$ cat src/rtl/sdram_pkg.sv
// Shared SDRAM definitions: command encodings, init FSM states and default mode word.
// The SDRAM controller imports the same package.
package sdram_pkg;

  // {cs_n, ras_n, cas_n, we_n}
  localparam logic [3:0] CMD_NOP       = 4'b0111;
  localparam logic [3:0] CMD_PRECHARGE = 4'b0010;
  localparam logic [3:0] CMD_REFRESH   = 4'b0001;
  localparam logic [3:0] CMD_LOAD_MODE = 4'b0000;
  localparam logic [3:0] CMD_DESELECT  = 4'b1111;

  // CAS latency 3, sequential, burst length 4
  localparam logic [11:0] MODE_REG_DEFAULT = 12'h032;

  // A10 set selects all banks on PRECHARGE
  localparam logic [11:0] ADDR_PRECHARGE_ALL = 12'h400;

  typedef enum logic [3:0] {
    ST_WAIT_LOCK = 4'd0,
    ST_POWERUP   = 4'd1,
    ST_PRECHARGE = 4'd2,
    ST_WAIT_RP   = 4'd3,
    ST_REFRESH1  = 4'd4,
    ST_WAIT_RFC1 = 4'd5,
    ST_REFRESH2  = 4'd6,
    ST_WAIT_RFC2 = 4'd7,
    ST_LOAD_MODE = 4'd8,
    ST_WAIT_MRD  = 4'd9,
    ST_DONE      = 4'd10
  } init_state_t;

  function automatic logic [15:0] cnt_dec(input logic [15:0] cnt);
    cnt_dec = (cnt != 16'd0) ? (cnt - 16'd1) : 16'd0;
  endfunction

endpackage

$ cat src/rtl/sdram_init_seq_if.sv
// SDRAM command bus plus init_done, driven by the init sequencer.
interface sdram_init_seq_if;
  logic        init_done;
  logic        cke;
  logic        cs_n;
  logic        ras_n;
  logic        cas_n;
  logic        we_n;
  logic [11:0] addr;
  logic [1:0]  ba;

  modport master (
    output init_done, cke, cs_n, ras_n, cas_n, we_n, addr, ba
  );

  modport slave (
    input init_done, cke, cs_n, ras_n, cas_n, we_n, addr, ba
  );
endinterface

$ cat src/rtl/sdram_sync2.sv
// Two-flop synchronizer for a single asynchronous level into the clk domain.
module sdram_sync2 (
  input  logic clk,
  input  logic rst,
  input  logic d,
  output logic q
);

  logic [1:0] sync_q;
  logic [1:0] sync_d;

  // shift the raw level one stage per clock
  always_comb begin
    sync_d = {sync_q[0], d};
  end

  // synchronizer flops, cleared by reset
  always_ff @(posedge clk) begin
    if (rst) begin
      sync_q <= 2'b00;
    end else begin
      sync_q <= sync_d;
    end
  end

  assign q = sync_q[1];

endmodule

$ cat src/rtl/sdram_init_seq.sv
// SDR-SDRAM power-up sequencer: waits for PLL lock, then NOP delay, PRECHARGE ALL,
// two AUTO REFRESH, LOAD MODE REGISTER, and finally raises init_done.
module sdram_init_seq
  import sdram_pkg::*;
#(
  parameter int unsigned  POWERUP_CYCLES = 20000,
  parameter int unsigned  T_RP           = 2,
  parameter int unsigned  T_RFC          = 7,
  parameter int unsigned  T_MRD          = 2,
  parameter logic [11:0]  MODE_REG       = MODE_REG_DEFAULT
) (
  input  logic              clk,
  input  logic              rst,
  input  logic              pll_locked,
  sdram_init_seq_if.master  bus
);

  // Wait-state reload values; the issuing state itself accounts for one cycle
  // and the cnt==0 cycle for another, hence the -2.
  localparam logic [15:0] CNT_POWERUP = 16'(POWERUP_CYCLES - 32'd1);
  localparam logic [15:0] CNT_RP      = 16'(T_RP - 32'd2);
  localparam logic [15:0] CNT_RFC     = 16'(T_RFC - 32'd2);
  localparam logic [15:0] CNT_MRD     = 16'(T_MRD - 32'd2);

  logic        lock_s;
  init_state_t state_q, state_d;
  logic [15:0] cnt_q, cnt_d;
  logic [3:0]  cmd_q, cmd_d;
  logic        cke_q, cke_d;
  logic [11:0] addr_q, addr_d;
  logic [1:0]  ba_q, ba_d;
  logic        done_q, done_d;

  sdram_sync2 u_lock_sync (
    .clk (clk),
    .rst (rst),
    .d   (pll_locked),
    .q   (lock_s)
  );

  // next state and the output values that go with it
  always_comb begin
    state_d = state_q;
    cnt_d   = cnt_q;
    cmd_d   = CMD_NOP;
    cke_d   = 1'b1;
    addr_d  = 12'h000;
    ba_d    = 2'b00;
    done_d  = 1'b0;
    if ((state_q != ST_WAIT_LOCK) && !lock_s) begin
      state_d = ST_WAIT_LOCK;
      cnt_d   = 16'd0;
      cmd_d   = CMD_DESELECT;
      cke_d   = 1'b0;
    end else begin
      case (state_q)
        ST_WAIT_LOCK: begin
          if (lock_s) begin
            state_d = ST_POWERUP;
            cnt_d   = CNT_POWERUP;
          end else begin
            cmd_d = CMD_DESELECT;
            cke_d = 1'b0;
          end
        end
        ST_POWERUP: begin
          if (cnt_q == 16'd0) begin
            state_d = ST_PRECHARGE;
            cmd_d   = CMD_PRECHARGE;
            addr_d  = ADDR_PRECHARGE_ALL;
          end else begin
            cnt_d = cnt_dec(cnt_q);
          end
        end
        ST_PRECHARGE: begin
          state_d = ST_WAIT_RP;
          cnt_d   = CNT_RP;
        end
        ST_WAIT_RP: begin
          if (cnt_q == 16'd0) begin
            state_d = ST_REFRESH1;
            cmd_d   = CMD_REFRESH;
          end else begin
            cnt_d = cnt_dec(cnt_q);
          end
        end
        ST_REFRESH1: begin
          state_d = ST_WAIT_RFC1;
          cnt_d   = CNT_RFC;
        end
        ST_WAIT_RFC1: begin
          if (cnt_q == 16'd0) begin
            state_d = ST_REFRESH2;
            cmd_d   = CMD_REFRESH;
          end else begin
            cnt_d = cnt_dec(cnt_q);
          end
        end
        ST_REFRESH2: begin
          state_d = ST_WAIT_RFC2;
          cnt_d   = CNT_RFC;
        end
        ST_WAIT_RFC2: begin
          if (cnt_q == 16'd0) begin
            state_d = ST_LOAD_MODE;
            cmd_d   = CMD_LOAD_MODE;
            addr_d  = MODE_REG;
          end else begin
            cnt_d = cnt_dec(cnt_q);
          end
        end
        ST_LOAD_MODE: begin
          state_d = ST_WAIT_MRD;
          cnt_d   = CNT_MRD;
        end
        ST_WAIT_MRD: begin
          if (cnt_q == 16'd0) begin
            state_d = ST_DONE;
            done_d  = 1'b1;
          end else begin
            cnt_d = cnt_dec(cnt_q);
          end
        end
        ST_DONE: begin
          done_d = 1'b1;
        end
        default: begin
          state_d = ST_WAIT_LOCK;
          cnt_d   = 16'd0;
          cmd_d   = CMD_DESELECT;
          cke_d   = 1'b0;
        end
      endcase
    end
  end

  // FSM, counter and registered command-bus outputs
  always_ff @(posedge clk) begin
    if (rst) begin
      state_q <= ST_WAIT_LOCK;
      cnt_q   <= 16'd0;
      cmd_q   <= CMD_DESELECT;
      cke_q   <= 1'b0;
      addr_q  <= 12'h000;
      ba_q    <= 2'b00;
      done_q  <= 1'b0;
    end else begin
      state_q <= state_d;
      cnt_q   <= cnt_d;
      cmd_q   <= cmd_d;
      cke_q   <= cke_d;
      addr_q  <= addr_d;
      ba_q    <= ba_d;
      done_q  <= done_d;
    end
  end

  assign bus.init_done = done_q;
  assign bus.cke       = cke_q;
  assign bus.cs_n      = cmd_q[3];
  assign bus.ras_n     = cmd_q[2];
  assign bus.cas_n     = cmd_q[1];
  assign bus.we_n      = cmd_q[0];
  assign bus.addr      = addr_q;
  assign bus.ba        = ba_q;

endmodule
$ cat src/flat_wrapper.sv
// flat-port wrapper written by rule: the top's interface ports become plain ports
module sdram_init_seq_flat import sdram_pkg::*;
#(
  parameter int unsigned  POWERUP_CYCLES = 20000,
  parameter int unsigned  T_RP           = 2,
  parameter int unsigned  T_RFC          = 7,
  parameter int unsigned  T_MRD          = 2,
  parameter logic [11:0]  MODE_REG       = MODE_REG_DEFAULT
)
  (clk, rst, pll_locked, bus_init_done, bus_cke, bus_cs_n, bus_ras_n, bus_cas_n, bus_we_n, bus_addr, bus_ba);
  sdram_init_seq_if bus_i ();
  input  logic clk;
  input  logic rst;
  input  logic pll_locked;
  output wire logic [$bits(bus_i.init_done)-1:0] bus_init_done;
  output wire logic [$bits(bus_i.cke)-1:0] bus_cke;
  output wire logic [$bits(bus_i.cs_n)-1:0] bus_cs_n;
  output wire logic [$bits(bus_i.ras_n)-1:0] bus_ras_n;
  output wire logic [$bits(bus_i.cas_n)-1:0] bus_cas_n;
  output wire logic [$bits(bus_i.we_n)-1:0] bus_we_n;
  output wire logic [$bits(bus_i.addr)-1:0] bus_addr;
  output wire logic [$bits(bus_i.ba)-1:0] bus_ba;
  assign bus_init_done = bus_i.init_done;
  assign bus_cke = bus_i.cke;
  assign bus_cs_n = bus_i.cs_n;
  assign bus_ras_n = bus_i.ras_n;
  assign bus_cas_n = bus_i.cas_n;
  assign bus_we_n = bus_i.we_n;
  assign bus_addr = bus_i.addr;
  assign bus_ba = bus_i.ba;
  sdram_init_seq #(.POWERUP_CYCLES(POWERUP_CYCLES), .T_RP(T_RP), .T_RFC(T_RFC), .T_MRD(T_MRD), .MODE_REG(MODE_REG)) u_core (.clk(clk), .rst(rst), .pll_locked(pll_locked), .bus(bus_i));
endmodule
$ cat config.mk
export PLATFORM = sky130hd
export DESIGN_NAME = sdram_init_seq_flat
export DESIGN_NICKNAME = d
export VERILOG_FILES = /design/src/rtl/sdram_pkg.sv /design/src/rtl/sdram_init_seq_if.sv /design/src/rtl/sdram_sync2.sv /design/src/rtl/sdram_init_seq.sv /design/src/flat_wrapper.sv
export SDC_FILE = /design/constraint.sdc
export NUM_CORES = 1
export LEC_CHECK = 0
export CELL_PAD_IN_SITES_DETAIL_PLACEMENT = 0
export CELL_PAD_IN_SITES_GLOBAL_PLACEMENT = 1
export CORE_UTILIZATION = 41
export CTS_CLUSTER_DIAMETER = 100
export DETAILED_ROUTE_END_ITERATION = 12
export DONT_BUFFER_PORTS = 1
export HOLD_SLACK_MARGIN = 0.03
export PLACE_DENSITY = 0.69
export SLEW_MARGIN = 25
export SYNTH_ARGS = -nofsm -noshare
export SYNTH_HDL_FRONTEND = slang
export SYNTH_SLANG_ARGS = --single-unit
$ cat constraint.sdc
create_clock -name clk -period 2.4 [get_ports clk]
set_clock_uncertainty 0.2 [all_clocks]
set_input_delay 0.48 -clock clk [delete_from_list [all_inputs] [get_ports clk]]
set_output_delay 0.48 -clock clk [all_outputs]
set_load 0.02 [all_outputs]
==> results.toml <==
[run_status]
run_status = "finished clean"

[floorplan]
die-area_um2 = 4110
core_region_area_um2 = 3690
die_h_um = 64.1
io-pin-count = 23
rows = 22
chipWidth_um = 64.1
initial_core_util_pct = 42.9

[synthesis]
synth_top_area_share_pct = 38.0
syn_area_per_cell_um2 = 8.24
synth.lib_cells_used.distinct = 41
netlist_area_um2 = 1580
postSynth.topFlopCell = "sky130_fd_sc_hd__dfxtp_1"
synth-edff-count = 0
synth.ff_latch_count = 30
synth_common_cells = "sky130_fd_sc_hd__dfxtp_1 (30), sky130_fd_sc_hd__a21oi_1 (17), sky130_fd_sc_hd__nor2_1 (16), sky130_fd_sc_hd__o21ai_0 (15), sky130_fd_sc_hd__buf_4 (12)"
post_synthesis_cell_type_with_the_largest_combined_area = "sky130_fd_sc_hd__dfxtp_1"
asyncSetResetFlopFracSynth_pct = 0
top_area_cells_in_the_synthesized_netlist = "sky130_fd_sc_hd__dfxtp_1 (38%), sky130_fd_sc_hd__buf_4 (5.7%), sky130_fd_sc_hd__a21oi_1 (5.4%)"
synthMostInstantiatedCell = "sky130_fd_sc_hd__dfxtp_1"
synth_cells = 192
synth_sequential_area_ratio_pct = 38.0
ys_warn_count = 0

[routing]
detailedRoute.firstPassIterationCount = 4
avgRoutedWirePerCell_um = 14.4
drc = 0
wirelength_mm = 3.63
drt-vias-per-instance = 5.67
detailroute.via_count = 1424
detail-route-antenna-nets = 0
drt_iter0_markers = 104

[cells_and_area]
diodes = 0
finalNonFillerCells = 251
final_core_utilization_pct = 49.1
flow.area_growth_from_synthesis_pct = 14.6
finalNetCount = 208
layout_cells_sized_above_1_pct = 18.7

[run]
max-cap-violations = 0

[cts]
h-tree-depth = 2
post-cts-setup-buffers = 0
clock_sink_total = 30
post_cts_hold_buffer_count = 0
cts_root_buffer = "sky130_fd_sc_hd__clkbuf_8"
cts_buf_count = 5
cts.clk_slew.worst_paths_ns = 0.06
cts_max_path_buffers = 2
clk_latency_ns = 0.29
clock_tree_from_tritoncts = "built"

[global_route]
remaining_global_route_overflow = 0
maximum_number_of_pins_on_one_net_before_global_route_repair = 17
grt_pass1_wl_mm = 5.91
grt_pass1_vias = 1222
antenna_found_initial = 0
grt_usage_pct = 19.2

[placed_design]
detailed_place_hpwl_mm = 2.57
place.detailed.instances = 244
gp_congestion = 0.949
port_buffers = 0
place_ws_ns = -0.0178

[critical_path]
timing.critical_path.fanout_max = 4
cp-end-kind = "flop"
crit_path_start_kind = "flop"
worstSetupPathType = "reg2reg"
timing.critical_path.required_ns = 2.37
crit_arrival_ns = 2.30

[sta]
post-route-min-period_ns = 2.33
setup_slack_ns = 0.0686
hold_viol = 0
slew_headroom_pct = 62.3
finalMaxSlewViolations = 0
unrepaired_setup_endpoints_after_global_routing = "false"
min_period_over_period_pct = 97.1
fmaxAchievable_ghz = 0.429
timing.final.setup_violations = 0
worst_pin_slew_ns = 0.564

[power_and_ir_drop]
power.static_leakage_nw = 0.716
power.ir.vdd_worst_mv = 0.389
power-per-cell-area_nw_per_um2 = 1090

[hold_path]
worst_hold_path_type = "in2reg"
==> per-stage QoR <==
stage / power (mW) / hold slack, ns / setup TNS (ns) / area [um^2]
3_3_place_gp: 1.43 / 0.231 / 0 / 1690
4_1_cts: 1.95 / 0.0474 / 0 / 1800
2_1_floorplan: 1.17 / 0.214 / 0 / 1620
3_5_place_dp: 1.43 / 0.237 / -0.0178 / 1690
5_1_grt: 2.10 / 0.0382 / 0 / 1810
6_report: 1.97 / 0.0522 / 0 / 1810
==> state kept, by name, summed over array words and instances, names as in the netlist <==
register	flops
u_core.state_q	4
u_core.bus.cke	1
u_core.bus.addr	2
u_core.u_lock_sync.sync_q	2
u_core.bus.init_done	1
u_core.cmd_q	4
u_core.cnt_q	16
==> worst max-delay path: stages, from the launching register on <==
cell                      delay, ns
sky130_fd_sc_hd__dfxtp_2       0.33
sky130_fd_sc_hd__inv_1         0.08
sky130_fd_sc_hd__ha_2          0.17
sky130_fd_sc_hd__or3b_2        0.45
sky130_fd_sc_hd__or4_4         0.44
sky130_fd_sc_hd__or3_4         0.34
sky130_fd_sc_hd__a21oi_2       0.12
sky130_fd_sc_hd__o22ai_1       0.08
==> path summary, 6_finish.rpt <==
kind                                                start                                       to  slack (ns)  cells after the start
setup / recovery             u_core.cnt_q[1]$_SDFFE_PP0P_            u_core.cnt_q[14]$_SDFFE_PP0P_        0.07                      7
hold reg to reg   u_core.u_lock_sync.sync_q[0]$_SDFF_PP0_  u_core.u_lock_sync.sync_q[1]$_SDFF_PP0_        0.25                      1
setup reg to reg             u_core.cnt_q[1]$_SDFFE_PP0P_            u_core.cnt_q[14]$_SDFFE_PP0P_        0.07                      7
hold / removal                                        rst  u_core.u_lock_sync.sync_q[0]$_SDFF_PP0_        0.05                      1
==> cells by family (layout without fill, tap and decap cells) <==
group | count (synthesis) | in the layout | share of synthesized area [%]
xor+xnor | 1 | 1 | 0.554
flops | 30 | 30 | 38.0
buf+inv | 27 | 29 | 9.42
simple gates | 74 | 74 | 27.3
fa+ha+maj | 2 | 2 | 1.58
mux | 1 | 1 | 0.712
other cells | 1 | 10 | 0.237
compound gates | 56 | 56 | 22.2
==> report_power, final <==
| group | internal (mW) | switching [mW] | total, mW |
|---|---|---|---|
| clock network | 0.332 | 0.187 | 0.519 |
| registers | 0.559 | 0.0735 | 0.632 |
| logic | 0.378 | 0.445 | 0.823 |
| total | 1.27 | 0.706 | 1.97 |
==> layout make-up <==
type | count | area, um^2
Fill cell | 366 | 1880
Multi-Input combinational cell | 144 | 877
Sequential cell | 30 | 603
Timing Repair Buffer | 17 | 140
Clock buffer | 6 | 82.6
Tap cell | 48 | 60.1
Clock inverter | 1 | 30.0
Inverter | 5 | 18.8
==> what timing repair did <==
action	in CTS	in global routing
pin swaps	1	1
gates resized for setup	1	5
endpoints found under the setup margin	1	1
==> metal layers <==
metal,vias up,global-route usage (%),part of all wire (%)
met2,51,26.3,41
met3,9,6.96,6.9
li1,710,-,-
met5,-,0,0
met1,654,26.0,49
met4,0,10.3,2.4
==> layout by cell type (no fill, tap or decap), types with 5 or more instances in the layout <==
| cell | n |
|---|---|
| sky130_fd_sc_hd__nor2_1 | 16 |
| sky130_fd_sc_hd__buf_4 | 16 |
| sky130_fd_sc_hd__conb_1 | 10 |
| sky130_fd_sc_hd__nor3_1 | 11 |
| sky130_fd_sc_hd__clkbuf_8 | 6 |
| sky130_fd_sc_hd__or3_1 | 5 |
| sky130_fd_sc_hd__a32o_1 | 5 |
| sky130_fd_sc_hd__nand2_1 | 10 |
| sky130_fd_sc_hd__nor2b_1 | 5 |
| sky130_fd_sc_hd__o21ai_0 | 15 |
| sky130_fd_sc_hd__a21oi_1 | 16 |
| sky130_fd_sc_hd__dfxtp_1 | 28 |
(Power assumes the default switching activity.)
